$ cat src/rtl/stream_mux_pkg.sv
// Shared types and helpers for the N-channel registered stream mux.
// Mode encodings, output FSM states, modulo index increment.
package stream_mux_pkg;

    localparam int MODE_SEL = 0;
    localparam int MODE_RR  = 1;

    typedef enum logic {
        ST_EMPTY,
        ST_FULL
    } state_t;

    function automatic int idx_next(int idx, int n);
        return (idx + 1 >= n) ? 0 : idx + 1;
    endfunction

endpackage

$ cat src/rtl/stream_mux_n_if.sv
// Handshake bundle between N producers, the mux and one consumer.
// slave = the mux side, master = the producers/consumer side.
interface stream_mux_n_if #(
    parameter int WIDTH  = 8,
    parameter int NUM_CH = 4
);
    localparam int IDXW = $clog2(NUM_CH);

    logic [NUM_CH*WIDTH-1:0] in_data;
    logic [NUM_CH-1:0]       in_valid;
    logic [NUM_CH-1:0]       in_ready;
    logic [IDXW-1:0]         sel;
    logic [WIDTH-1:0]        out_data;
    logic [IDXW-1:0]         out_ch;
    logic                    out_valid;
    logic                    out_ready;

    modport master (
        output in_data, in_valid, sel, out_ready,
        input  in_ready, out_data, out_ch, out_valid
    );

    modport slave (
        input  in_data, in_valid, sel, out_ready,
        output in_ready, out_data, out_ch, out_valid
    );

endinterface

$ cat src/rtl/stream_mux_n_rr_arbiter.sv
// Round-robin arbiter: first requester at or after ptr wins.
// ptr moves past the winner only when the grant is consumed.
module rr_arbiter
    import stream_mux_pkg::*;
#(
    parameter int NUM_CH = 4
) (
    input  logic                      clk,
    input  logic                      rst,
    input  logic [NUM_CH-1:0]         req,
    input  logic                      advance,
    output logic                      grant_valid,
    output logic [$clog2(NUM_CH)-1:0] grant_idx,
    output logic [$clog2(NUM_CH)-1:0] ptr
);
    localparam int IDXW = $clog2(NUM_CH);

    int              c;
    logic [IDXW-1:0] cand;

    // Scan from farthest to nearest so the nearest hit wins.
    always_comb begin
        grant_valid = 1'b0;
        grant_idx   = '0;
        c           = 0;
        cand        = '0;
        for (int k = NUM_CH - 1; k >= 0; k--) begin
            c = int'(ptr) + k;
            if (c >= NUM_CH) c = c - NUM_CH;
            cand = IDXW'(c);
            if (req[cand]) begin
                grant_valid = 1'b1;
                grant_idx   = cand;
            end
        end
    end

    always_ff @(posedge clk) begin
        if (rst)
            ptr <= '0;
        else if (advance)
            ptr <= IDXW'(idx_next(int'(grant_idx), NUM_CH));
    end

endmodule

$ cat src/rtl/stream_mux_n.sv
// N-channel registered stream mux, external select or round-robin.
// One output register stage; refills on the same edge it drains.
module stream_mux_n
    import stream_mux_pkg::*;
#(
    parameter int WIDTH  = 8,
    parameter int NUM_CH = 4,
    parameter int MODE   = MODE_SEL
) (
    input  logic           clk,
    input  logic           rst,
    stream_mux_n_if.slave  bus
);
    localparam int IDXW = $clog2(NUM_CH);

    state_t            state_q;
    state_t            state_d;
    logic              can_load;
    logic              take;
    logic              grant_valid;
    logic [IDXW-1:0]   grant_idx;
    logic [IDXW-1:0]   ptr;
    logic [IDXW-1:0]   ch_q;
    logic [WIDTH-1:0]  data_q;
    logic [NUM_CH-1:0] ready;

    assign can_load = (state_q == ST_EMPTY) || bus.out_ready;

    generate
        if (MODE == MODE_RR) begin : g_rr
            logic sel_unused;
            assign sel_unused = ^bus.sel;

            rr_arbiter #(
                .NUM_CH (NUM_CH)
            ) u_arb (
                .clk         (clk),
                .rst         (rst),
                .req         (bus.in_valid),
                .advance     (take),
                .grant_valid (grant_valid),
                .grant_idx   (grant_idx),
                .ptr         (ptr)
            );
        end else begin : g_sel
            // Grant follows sel alone, so ready never waits on valid.
            assign grant_valid = int'(bus.sel) < NUM_CH;
            assign grant_idx   = bus.sel;
            assign ptr         = '0;
        end
    endgenerate

    assign take = grant_valid && bus.in_valid[grant_idx]
                  && can_load && !rst;

    always_comb begin
        ready = '0;
        if (grant_valid && can_load && !rst)
            ready[grant_idx] = 1'b1;
    end

    always_ff @(posedge clk) begin
        if (rst)
            state_q <= ST_EMPTY;
        else
            state_q <= state_d;
    end

    always_comb begin
        state_d = state_q;
        unique case (state_q)
            ST_EMPTY: if (take) state_d = ST_FULL;
            ST_FULL:  if (!take && bus.out_ready) state_d = ST_EMPTY;
        endcase
    end

    always_ff @(posedge clk) begin
        if (rst) begin
            data_q <= '0;
            ch_q   <= '0;
        end else if (take) begin
            data_q <= bus.in_data[int'(grant_idx)*WIDTH +: WIDTH];
            ch_q   <= grant_idx;
        end
    end

    always_ff @(posedge clk) begin
        if (!rst)
            assert (int'(ptr) < NUM_CH);
    end

    assign bus.in_ready  = ready;
    assign bus.out_valid = (state_q == ST_FULL);
    assign bus.out_data  = data_q;
    assign bus.out_ch    = ch_q;

endmodule

$ cat src/flat_wrapper.sv
// flat-port wrapper written by rule: the top's interface ports become plain ports
module stream_mux_n_flat import stream_mux_pkg::*;
#(
    parameter int WIDTH  = 8,
    parameter int NUM_CH = 4,
    parameter int MODE   = MODE_SEL
)
  (clk, rst, bus_in_data, bus_in_valid, bus_sel, bus_out_ready, bus_in_ready, bus_out_data, bus_out_ch, bus_out_valid);
  stream_mux_n_if #(.WIDTH(WIDTH), .NUM_CH(NUM_CH)) bus_i ();
  input  logic clk;
  input  logic rst;
  input wire logic [$bits(bus_i.in_data)-1:0] bus_in_data;
  input wire logic [$bits(bus_i.in_valid)-1:0] bus_in_valid;
  input wire logic [$bits(bus_i.sel)-1:0] bus_sel;
  input wire logic [$bits(bus_i.out_ready)-1:0] bus_out_ready;
  output wire logic [$bits(bus_i.in_ready)-1:0] bus_in_ready;
  output wire logic [$bits(bus_i.out_data)-1:0] bus_out_data;
  output wire logic [$bits(bus_i.out_ch)-1:0] bus_out_ch;
  output wire logic [$bits(bus_i.out_valid)-1:0] bus_out_valid;
  assign bus_i.in_data = bus_in_data;
  assign bus_i.in_valid = bus_in_valid;
  assign bus_i.sel = bus_sel;
  assign bus_i.out_ready = bus_out_ready;
  assign bus_in_ready = bus_i.in_ready;
  assign bus_out_data = bus_i.out_data;
  assign bus_out_ch = bus_i.out_ch;
  assign bus_out_valid = bus_i.out_valid;
  stream_mux_n #(.WIDTH(WIDTH), .NUM_CH(NUM_CH), .MODE(MODE)) u_core (.clk(clk), .rst(rst), .bus(bus_i));
endmodule
$ cat config.mk
export PLATFORM = sky130hd
export DESIGN_NAME = stream_mux_n_flat
export DESIGN_NICKNAME = d
export VERILOG_FILES = /design/src/rtl/stream_mux_pkg.sv /design/src/rtl/stream_mux_n_if.sv /design/src/rtl/stream_mux_n_rr_arbiter.sv /design/src/rtl/stream_mux_n.sv /design/src/flat_wrapper.sv
export SDC_FILE = /design/constraint.sdc
export NUM_CORES = 1
export LEC_CHECK = 0
export CORE_MARGIN = 3
export CORE_UTILIZATION = 25
export DETAILED_ROUTE_END_ITERATION = 8
export PLACE_DENSITY = 0.66
export SYNTH_ARGS = -nofsm -noshare
export SYNTH_HDL_FRONTEND = slang
export SYNTH_HIERARCHICAL = 1
export SYNTH_SLANG_ARGS = --single-unit
$ cat constraint.sdc
create_clock -name clk -period 1.22 [get_ports clk]
set_input_delay 0.244 -clock clk [delete_from_list [all_inputs] [get_ports clk]]
set_output_delay 0.244 -clock clk [all_outputs]
set_load 0.02 [all_outputs]
# --- Word level (Yosys, flattened, before mapping) ---
# Index checks and enable logic that the tools add are counted.
classes:
  muxes: 8
  n_bitwise: 1
  shifts: 1
  reduce_logical: 8
  n_lt_le_gt_ge: 2
op_table:
  columns: ["operator", "n"]
  rows:
  - ["$shiftx A32 B6 Y8", 1]
  - ["$logic_and A1 B1 Y1", 5]
  - ["$mux W1", 4]
  - ["$mux W4", 1]
  - ["$lt A2 B3 Y1 const B", 1]
  - ["$bmux W1 S2", 1]
  - ["$demux W1 S2", 1]
  - ["$ge A2 B1 Y1 const B", 1]
  - ["$logic_not A1 Y1", 2]
  - ["$pmux W1 S2", 1]
  - ["$logic_or A1 B1 Y1", 1]
  - ["$not A1 Y1", 1]
totals:
  register_bits: 11
  wordCells: 23
  in_bits: 41

# --- Longest topological paths before layout ---
logic_depth:
  ltp_word: 8
  depth_mapped: 6
  mapped_depth_nobuf: 4

# --- Worst setup path after synthesis ---
# OpenSTA, ideal clock, no wires.
synth_timing:
  path_type: "register to output"
  startpoint: "register u_core.state_q, in the netlist u_core/bus.out_valid"
  endpoint: "output bus_in_ready[1]"
  t_arrival_ps: 1313
  n_path_buf: 0
  slack_ps: -337
  stages_incl_launch_ff: 3
  cell_sequence: "dfxtp_1 -> nor2b_1 -> nor4b_1"
synth_between:
  elab_chain_cells: 4
synth_lines:
  columns: ["item", "line", "rtl"]
  rows:
  - ["start: declaration", "stream_mux_n.sv:16", "state_t state_q;"]
  - ["start signal: assignment", "stream_mux_n.sv:66", "state_q <= state_d;"]
  - ["$not A1 Y1", null, null]
  - ["$logic_or A1 B1 Y1", "stream_mux_n.sv:27", "assign can_load = (state_q == ST_EMPTY) || bus.out_ready;"]
  - ["$logic_and A1 B1 Y1", "stream_mux_n.sv:58", "if (grant_valid && can_load && !rst)"]
  - ["$mux W4", "stream_mux_n.sv:58", null]
  - ["end: declaration", "flat_wrapper.sv:16", "output wire logic [$bits(bus_i.in_ready)-1:0] bus_in_ready;"]
# No other way between the ends.

# --- Final worst setup path ---
layout_timing:
  startpoint: "register u_core.state_q, in the netlist u_core/bus.out_valid"
  endpoint: "output bus_in_ready[3]"
# The elaborated chain is that of the path after synthesis.

==> metrics.md <==
| Metric | Value |
|---|---|
| Status | finished with violations |
| Failing checks | negative setup slack |
| Worst Reg2Reg Path Length in Cells | 6 |
| Critical-path top delay cell | dfxtp_4 |
| CTS Hold Bufs | 0 |
| CP Max Fanout | 5 |
| Syn_nets | 111 |
| Largest family of logic cells by synthesized area | multiplexers |
| Mux contribution to synthesized area | 29.2% |
| CTS buffer count | 3 |
| Most common flop cell mapped by yosys | dfxtp_1 |
| Fmax | 712 MHz |
| Clock Skews | 6.39 ps |
| RSZ-0062 raised after global routing | yes |
| Row count | 18 |
| Synth Cell Area | 703 um2 |
| Period utilization | 115% |
| Final min period | 1410 ps |
| Compound-Gate Fraction of Synth Area | 15.5% |
| Max Cap Viol | 0 |
| Final Util | 62.7% |
| Most numerous cell in the Yosys netlist | dfxtp_1 |
| Total grt overflow | 0 |
| Post-synthesis to final-layout area growth | 129% |
| Post-synth top area share | 31.3% |
| FFs w/ async S/R, synth | 0% |
| CTS root buf | clkbuf_4 |
| Drt pass-1 iters | 4 |
| Reg area | 224 um2 |
| Cell chain of the critical path | nor2b_4, nor4b_2, buf_2 |
| Simple-gate share of the synthesized area | 17.4% |
| CP Launch Type | register |
| Slew headroom | 81.3% |
| Clk slew on worst S/H paths | 80 ps |
| Vias in the first global route | 973 |
| Vias | 854 |
| Vias per inst | 4.97 |
| DRT iter0 DRCs | 6 |
| Initial Util | 27.4% |
| Die X | 59.0 um |
| Die area | 3490 um2 |
| Worst EP arrival | 1160 ps |
| Total track usage | 15.7% |
| R2R Setup Slk | -170 ps |
| Routed wire per std cell | 14.4 um |
| Leakage | 0.595 nW |
| Antenna Nets Post-Route | 0 |
| Syn_area_per_cell | 10.0 um2 |
| Yosys cell types | 23 |
| Final worst-path setup slack | -185 ps |
| Power per Cell Area | 753 nW/um2 |
| Skew-Pair Late Insertion Delay | 270 ps |
| DRC violations left | 0 |
| Diodes inserted | 0 |
| Worst path required time | 980 ps |
| Seq cells post-synth | 11 |
| Post-synthesis xor/xnor area fraction | 0% |
| Gr busiest metal | met2 |
| Clock sink count | 11 |
| Initial antenna violation count | 0 |
| RePlAce Congestion | 0.712 |
| Post-Place Setup Slack | -852 ps |
| Layout net count | 184 |
| Seq/Total Area, Yosys | 31.3% |
| Synth Area in Adders | 0% |
| Htree depth | 1 |
| Post-Syn Instances | 70 |
| Hold Worst Slack | 455 ps |
| CTS tree | done |
| Worst-margin pin slew | 281 ps |
| Die Y | 59.0 um |
| Max Slew Vio Count | 0 |
| Fill cell count | 237 |
| Syn. warnings | 6 |
| Hold Path Depth | 4 |
| Synth area leaders | dfxtp_1 (31%), mux4_2 (26%), a21oi_1 (7.1%), nand3_1 (7.1%), o21ai_1 (6.4%) |
| Core Area | 2570 um2 |
| Final hold vios | 0 |
| Area of the multi-input gates | 623 um2 |
| IO Port Bufs | 55 |
| Met1 usage | 17.6% |
| Final setup viols | 14 |
| Final WL | 2480 um |
| Largest net degree at the start of global routing | 12 |
| First-pass GRT wire length | 4190 um |
| Crit. End Element | output pin |
| Longest Clk Path Bufs | 2 |
| CP peak stage delay | 340 ps |
| TNS Setup | -2000 ps |
| Share of layout cells above drive strength 1 | 54.2% |
| Final HPWL DP | 1970 um |
| Cell taking the most area after synthesis | dfxtp_1 |
| Routing usage on met3 | 4.58% |
| Non-filler instance count after layout | 172 |
| Met2 GRT Util | 28.7% |
| DP Cell Count | 163 |
| Most frequent cells after synthesis | dfxtp_1 (11), a21oi_1 (10), nand3_1 (10) |
| Hold Path Class | in2reg |
| I/O Pins | 56 |
| Crit Path Class | reg2out |
| Post-synth EDFFs | 0 |
| Max VDD drop | 0.410 mV |
-- report_power, final --
part / internal, mW / switching, mW / leakage [nW] / total, mW
Sequential: 0.389 / 0.0193 / 0.0911 / 0.409
Clock: 0.126 / 0.128 / 0.0150 / 0.255
Combinational: 0.321 / 0.228 / 0.489 / 0.550
Total: 0.837 / 0.376 / 0.595 / 1.21
-- registers in the layout (all words and copies together), names as in the netlist --
signal / count
u_core/bus.out_valid: 1
u_core/bus.out_data: 8
u_core/bus.out_ch: 2
-- timing repair --
item | CTS | global route
buffers inserted | 2 | 2
gates resized for setup | 56 | 33
cloned | 1 | 0
pin swaps | 19 | 4
endpoints found under the setup margin | 26 | 24
-- metal layers --
layer  vias to the layer above  share of wire (%)
met3                         2                8.6
li1                        416                  -
met5                         -                  0
met1                       402                 35
met2                        34                 56
met4                         0               0.40
-- path summary, 6_finish.rpt --
path,startpoint,to
worst min register to register,u_core/bus.out_ch[0]$_SDFFE_PP0P_,u_core/bus.out_ch[0]$_SDFFE_PP0P_
worst max register to register,u_core/bus.out_valid$_SDFF_PP0_,u_core/bus.out_ch[1]$_SDFFE_PP0P_
worst min-delay path,bus_sel[0],u_core/bus.out_ch[0]$_SDFFE_PP0P_
worst max-delay path,u_core/bus.out_valid$_SDFF_PP0_,bus_in_ready[3]
-- stage by stage --
step,instance area [um2],total power [mW]
2_1_floorplan,798,0.643
3_3_place_gp,1440,0.897
3_5_place_dp,1440,0.903
4_1_cts,1510,1.17
5_1_grt,1610,1.28
6_report,1610,1.21
-- critical path, delay by kind of cell, from the launching register on --
family | cells | cell delay, ps
and+or+nand+nor | 2 | 340
buffers and inverters | 1 | 200
DFF | 1 | 340
-- logic make-up after synthesis --
kind of cell	after synthesis
compound gates	21
flops	11
simple gates	21
buf+inv	7
mux	10
-- layout by cell type, fill, tap and decap left out, types with 2 or more instances in the layout --
master / instances
o21ai_2: 8
buf_2: 3
a21oi_2: 10
nand3_2: 8
nor4b_2: 2
clkbuf_4: 3
dfxtp_1: 10
mux4_2: 8
buf_4: 15
clkdlybuf4s15_1: 7
dlygate4sd2_1: 3
clkbuf_2: 3
clkdlybuf4s50_1: 36
buf_12: 2
buf_6: 5
-- area by class of cell --
type | count | share of cell area (%)
multi-input combinational | 52 | 38.7
clock buffer | 4 | 1.63
timing repair buffer | 74 | 43.2
sequential | 11 | 13.9
tap | 30 | 2.33
inverter | 1 | 0.233
Note: power is estimated with default switching activity, not from simulation.
==> RTL change 1: new RTL, config.mk and constraints unchanged <==
`WIDTH` is set to 8 in 3 places; all go to 6.
--- a/src/rtl/stream_mux_n_if.sv
+++ b/src/rtl/stream_mux_n_if.sv
@@ -3,3 +3,3 @@
 interface stream_mux_n_if #(
-    parameter int WIDTH  = 8,
+    parameter int WIDTH  = 6,
     parameter int NUM_CH = 4
--- a/src/rtl/stream_mux_n.sv
+++ b/src/rtl/stream_mux_n.sv
@@ -5,3 +5,3 @@
 #(
-    parameter int WIDTH  = 8,
+    parameter int WIDTH  = 6,
     parameter int NUM_CH = 4,
--- a/src/flat_wrapper.sv
+++ b/src/flat_wrapper.sv
@@ -3,3 +3,3 @@
 #(
-    parameter int WIDTH  = 8,
+    parameter int WIDTH  = 6,
     parameter int NUM_CH = 4,
Ports: changed (resized bus_in_data and bus_out_data); port bits go from 56 to 46. The function was not compared with the original's and may differ.
==> RTL change 1 against the original RTL <==
- the flow still finishes with violations (negative setup slack)
- sequential cell count down 2
- routed wire length down 19%
- worst setup slack better by 0.016 ns
- sequential share of layout area up 1.3 points
- synthesized cell count down 16%
- synthesized area down 19%
- cell area down 26%
- total power down 22%
==> RTL change 1: results (changes against the original RTL) <==
outcome:
  outcome: "complete, but fails checks"
  violations: "negative setup slack"
critical_path:
  crit_fanout: 6  # +1
  cpLargestDelayFamily: "simple AND/OR/NAND/NOR gates"
  worst_path_max_delay_cell: "dfxtp_2"
  cp_slowest_stage_delay_ns: 0.32  # -0.02 ns
  critPathArrivalTime_ns: 1.14  # -0.02 ns
logic_synthesis:
  netlist_top_cells_count: "dfxtp_1 (9), a21oi_1 (8), nand3_1 (8), o21ai_1 (7), mux4_2 (6)"
  syn-num-nets: 92  # -17%
  synth_xor_area_share_pct: 0  # unchanged
  synth.distinct_cells: 22  # -4.3%
  yosys-top-cells-area: "dfxtp_1 (32%), mux4_2 (24%), a21oi_1 (7.0%)"
  yosys_warnings: 6  # unchanged
  ys_async_sr_fraction_pct: 0  # unchanged
  muxShareOfSynthArea_pct: 27.4  # -1.8 points
  synth_compound_area_share_pct: 15.6  # +0.090 points
  synth.avg_cell_area_um2: 9.67  # -3.7%
  ys_seq_area_share_pct: 31.6  # +0.26 points
  synth-main-ff-cell: "dfxtp_1"
global_route:
  grt_usage_pct: 15.0  # -0.67 points
  grt_pass1_wl_mm: 3.13  # -25%
  grt_pass1_vias: 706  # -27%
  grt_max_degree: 10  # -2
  antenna_found_initial: 0  # unchanged
routing:
  totalWireLength_mm: 2.02  # -19%
  viasPerCell: 4.98  # +0.28%
  drtIter0Drc: 3  # -3
  vias: 707  # -17%
  firstDrtPassIters: 4  # unchanged
timing:
  setup_viol: 11  # -3
  clock_skew_ns: 0.00642  # +0.0000235 ns
  final_critical_path_setup_slack_ns: -0.169  # +0.0165 ns
  worstMarginPinSlew_ns: 0.318  # +0.0367 ns
clock_network:
  clk_pin_slew_worst_paths_ns: 0.06  # -0.02 ns
  clk_latency_ns: 0.26
  cts_root_buffer: "clkbuf_4"
  cts_buffer_depth: 2  # unchanged
  htreeDepth: 1  # unchanged
finish:
  nFillCells: 203  # -14%
  n_antenna_cell: 0  # unchanged
  drive_gt1_share_pct: 37.4  # -17 points
  nets: 149  # -19%
  largest_reg_flops: 6  # -2
hold_path:
  hold_class: "reg2reg"
placed_design:
  dp_cells: 136  # -17%
  hpwlAfterDp_mm: 1.66  # -16%
  io_buffers: 45  # -18%
  dp_slack_ns: -0.858  # -0.00586 ns
  gp_congestion: 0.703  # -1.3%
power:
  p_leak_nw: 0.480  # -19%
  peakVddDrop_mv: 0.378  # -7.8%
RTL change 1: changes by cell type after synthesis, sizes merged:
cell | unedited run | this run
buf | 5 | 4
mux4 | 8 | 6
o21ai | 10 | 8
a21oi | 11 | 9
dfxtp | 11 | 9
nand3 | 10 | 8
RTL change 1: cell type report:
class                   count  area [um2]  share of cell area, %
flip-flops and latches      9         181                   15.2
clock buffers               4        26.3                   2.21
repair buffers             57         518                   43.5
multi-input cells          44         428                   35.9
well taps                  27        33.8                   2.84
inverters                   1        3.75                  0.315
RTL change 1: routing by layer:
layer,wire [um],vias up,global-route usage (%)
met1,774,330,18.2
li1,-,340,-
met4,20,0,6.38
met3,221,2,2.77
met5,0,-,0
met2,1000,35,25.6
RTL change 1: report_power, final:
group / switching [mW] / internal [mW] / total, mW
combinational: 0.162 / 0.221 / 0.383
clock: 0.102 / 0.126 / 0.228
sequential: 0.0107 / 0.319 / 0.330
RTL change 1: cells by family after synthesis:
family | Yosys count
buffers and inverters | 6
muxes | 8
DFF | 9
and+or+nand+nor | 19
AOI/OAI and AO/OA | 17
RTL change 1: worst reg2reg max path, delay by kind of cell, from the launching register on:
kind | cells | cell delay (ns)
buffers and inverters | 2 | 0.32
DFF | 1 | 0.33
AOI/OAI and AO/OA | 2 | 0.21
and+or+nand+nor | 2 | 0.30
RTL change 1: final timing paths:
| path | startpoint | end | slack (ns) | depth (start not counted) |
|---|---|---|---|---|
| setup reg to reg | u_core/bus.out_valid | u_core/bus.out_data[5] | -0.06 | 6 |
| hold reg to reg | u_core/bus.out_data[2] | u_core/bus.out_data[2] | 0.46 | 2 |
| hold / removal | u_core/bus.out_data[2] | u_core/bus.out_data[2] | 0.46 | 2 |
| setup / recovery | u_core/bus.out_valid | bus_in_ready[3] | -0.17 | 3 |
RTL change 1: what timing repair did:
action | 4_1_cts | 5_1_grt
setup buffers | 0 | 2
resized for setup | 55 | 4
hold buffers | 0 | 0
pin swaps | 4 | 5
setup endpoints to repair | 22 | 12
RTL change 1: per-stage QoR:
step	power [mW]	hold slack, ns	utilization, %	TNS (ns)	cell area (um2)
after floorplan	0.512	0.455	-	-0.262	611
after global placement	0.712	0.449	55.0	-9.81	1130
after detailed placement	0.720	0.460	55.0	-10.37	1130
after CTS	0.934	0.466	56.0	-0.598	1150
after global routing	0.996	0.488	57.8	-1.37	1190
final	0.942	0.462	57.8	-0.728	1190
==> RTL change 2: new RTL, same settings <==
Made on the original files. Make the reset (`rst`) asynchronous in 3 clocked blocks.
--- a/src/rtl/stream_mux_n_rr_arbiter.sv
+++ b/src/rtl/stream_mux_n_rr_arbiter.sv
@@ -37,3 +37,3 @@
 
-    always_ff @(posedge clk) begin
+    always_ff @(posedge clk or posedge rst) begin
         if (rst)
--- a/src/rtl/stream_mux_n.sv
+++ b/src/rtl/stream_mux_n.sv
@@ -61,3 +61,3 @@
 
-    always_ff @(posedge clk) begin
+    always_ff @(posedge clk or posedge rst) begin
         if (rst)
@@ -76,3 +76,3 @@
 
-    always_ff @(posedge clk) begin
+    always_ff @(posedge clk or posedge rst) begin
         if (rst) begin
Function: differs if rst is asserted again (counterexample within 4 cycles, from zero or initial values and one cycle with rst high); with rst held inactive, the same outputs for 10 cycles.
==> RTL change 2 against the original RTL <==
- the flow still finishes with violations (negative setup slack)
- global-route usage hardly changed
- count of clock-buffer cells in the layout is the same
- cell area fell by 3.3%
- sequential share of layout area increased by 3.9 points
- synthesized cell count is 30% lower
- total power is 28% higher
- synthesized area rose by 1.4%
- routed wire length up 4.2%
- worst setup slack worse by 0.25 ns
- sequential cell count is the same
- critical path type is now reg2reg
- critical endpoint is now u_core/bus.out_ch[0]
==> RTL change 2: results (changes against the original RTL) <==
finish:
  fin_area_mm2: 0.00156  # -3.3%
  clockNetworkAreaShare_pct: 1.69  # +0.056 points
  buffers_excl_clock: 73  # -1.4%
  regArea_um2: 277  # +23%
timing:
  fin_tns_setup_ns: -5.36  # -3.37 ns
  setup_viol: 15  # +1
  worstMarginPinSlew_ns: 0.379  # +0.0977 ns
  holdWs_ns: 0.417  # -0.0381 ns
  clock_skew_ns: 0.00170  # -0.00469 ns
  final_critical_path_setup_slack_ns: -0.430  # -0.245 ns
global_route:
  met3_usage_pct: 3.27  # -1.3 points
  grt_pass1_wl_mm: 3.84  # -8.4%
  grt_util_met2_pct: 29.5  # +0.78 points
  use_met1_pct: 16.9  # -0.77 points
placed_design:
  gp_congestion: 0.782  # +9.8%
  dp_slack_ns: -0.914  # -0.0622 ns
  dp_cells: 142  # -13%
  hpwlAfterDp_mm: 1.94  # -1.5%
  place_area_mm2: 0.00141  # -2.0%
logic_synthesis:
  syn-num-nets: 90  # -19%
  synth-main-ff-cell: "dfrtp_1"
  yosys-top-cells-area: "dfrtp_1 (39%), mux4_2 (19%), mux2_2 (14%)"
  synth.distinct_cells: 21  # -8.7%
  synth.avg_cell_area_um2: 14.6  # +45%
  ys_async_sr_fraction_pct: 100  # +100 points
outcome:
  outcome: "complete, but fails checks"
  violations: "negative setup slack"
clock_network:
  ctsResizeCount: 55  # -1.8%
  cts_setup_buffers: 4  # +2
floorplan:
  die_w_um: 59.4  # +0.64%
critical_path:
  ff2ff_path_depth: 4  # -2
  worstReg2RegStart: "u_core/bus.out_valid"
  cpLargestDelayFamily: "simple AND/OR/NAND/NOR gates"
  critPathArrivalTime_ns: 1.80  # +0.64 ns
  worst_path_max_delay_cell: "or4_4"
routing:
  firstDrtPassIters: 3  # -1
  drtIter0Drc: 7  # +1
  vias: 715  # -16%
  met1_length_um: 958  # +11%
  viasPerCell: 4.64  # -6.5%
  totalWireLength_mm: 2.58  # +4.2%
  routed-wl-met3_um: 104  # -51%
power:
  p_int_mw: 1.04  # +25%
  powerClk_uw: 249  # -2%
hold_path:
  hold_class: "in2async"
[RTL change 2: changes by cell type in the layout (fill, tap and decap cells not counted), moves of 8 or more]
cell	unedited run	this run
a21oi_2	10	0
mux2_4	1	9
dfrtp_1	0	10
o21ai_2	8	0
dfxtp_1	10	0
nand3_2	8	0
[RTL change 2: worst max-delay path by stage]
stage / slack (ns) / to / from
after global routing: -0.45 / u_core/bus.out_ch[0] / u_core/bus.out_valid
after detailed placement: -0.91 / bus_in_ready[2] / bus_sel[1]
final: -0.43 / u_core/bus.out_ch[0] / u_core/bus.out_valid
after global placement: -0.84 / u_core/bus.out_data[5] / bus_sel[0]
after floorplan: -0.42 / u_core/bus.out_ch[0] / u_core/bus.out_valid
after CTS: -0.46 / u_core/bus.out_ch[0] / u_core/bus.out_valid
[RTL change 2: cells by family after synthesis]
group | count (synthesis) | synth area share, %
and+or+nand+nor | 12 | 10.4
muxes | 19 | 43.3
buffers and inverters | 4 | 3.16
AOI/OAI and AO/OA | 3 | 4.56
DFF | 11 | 38.6
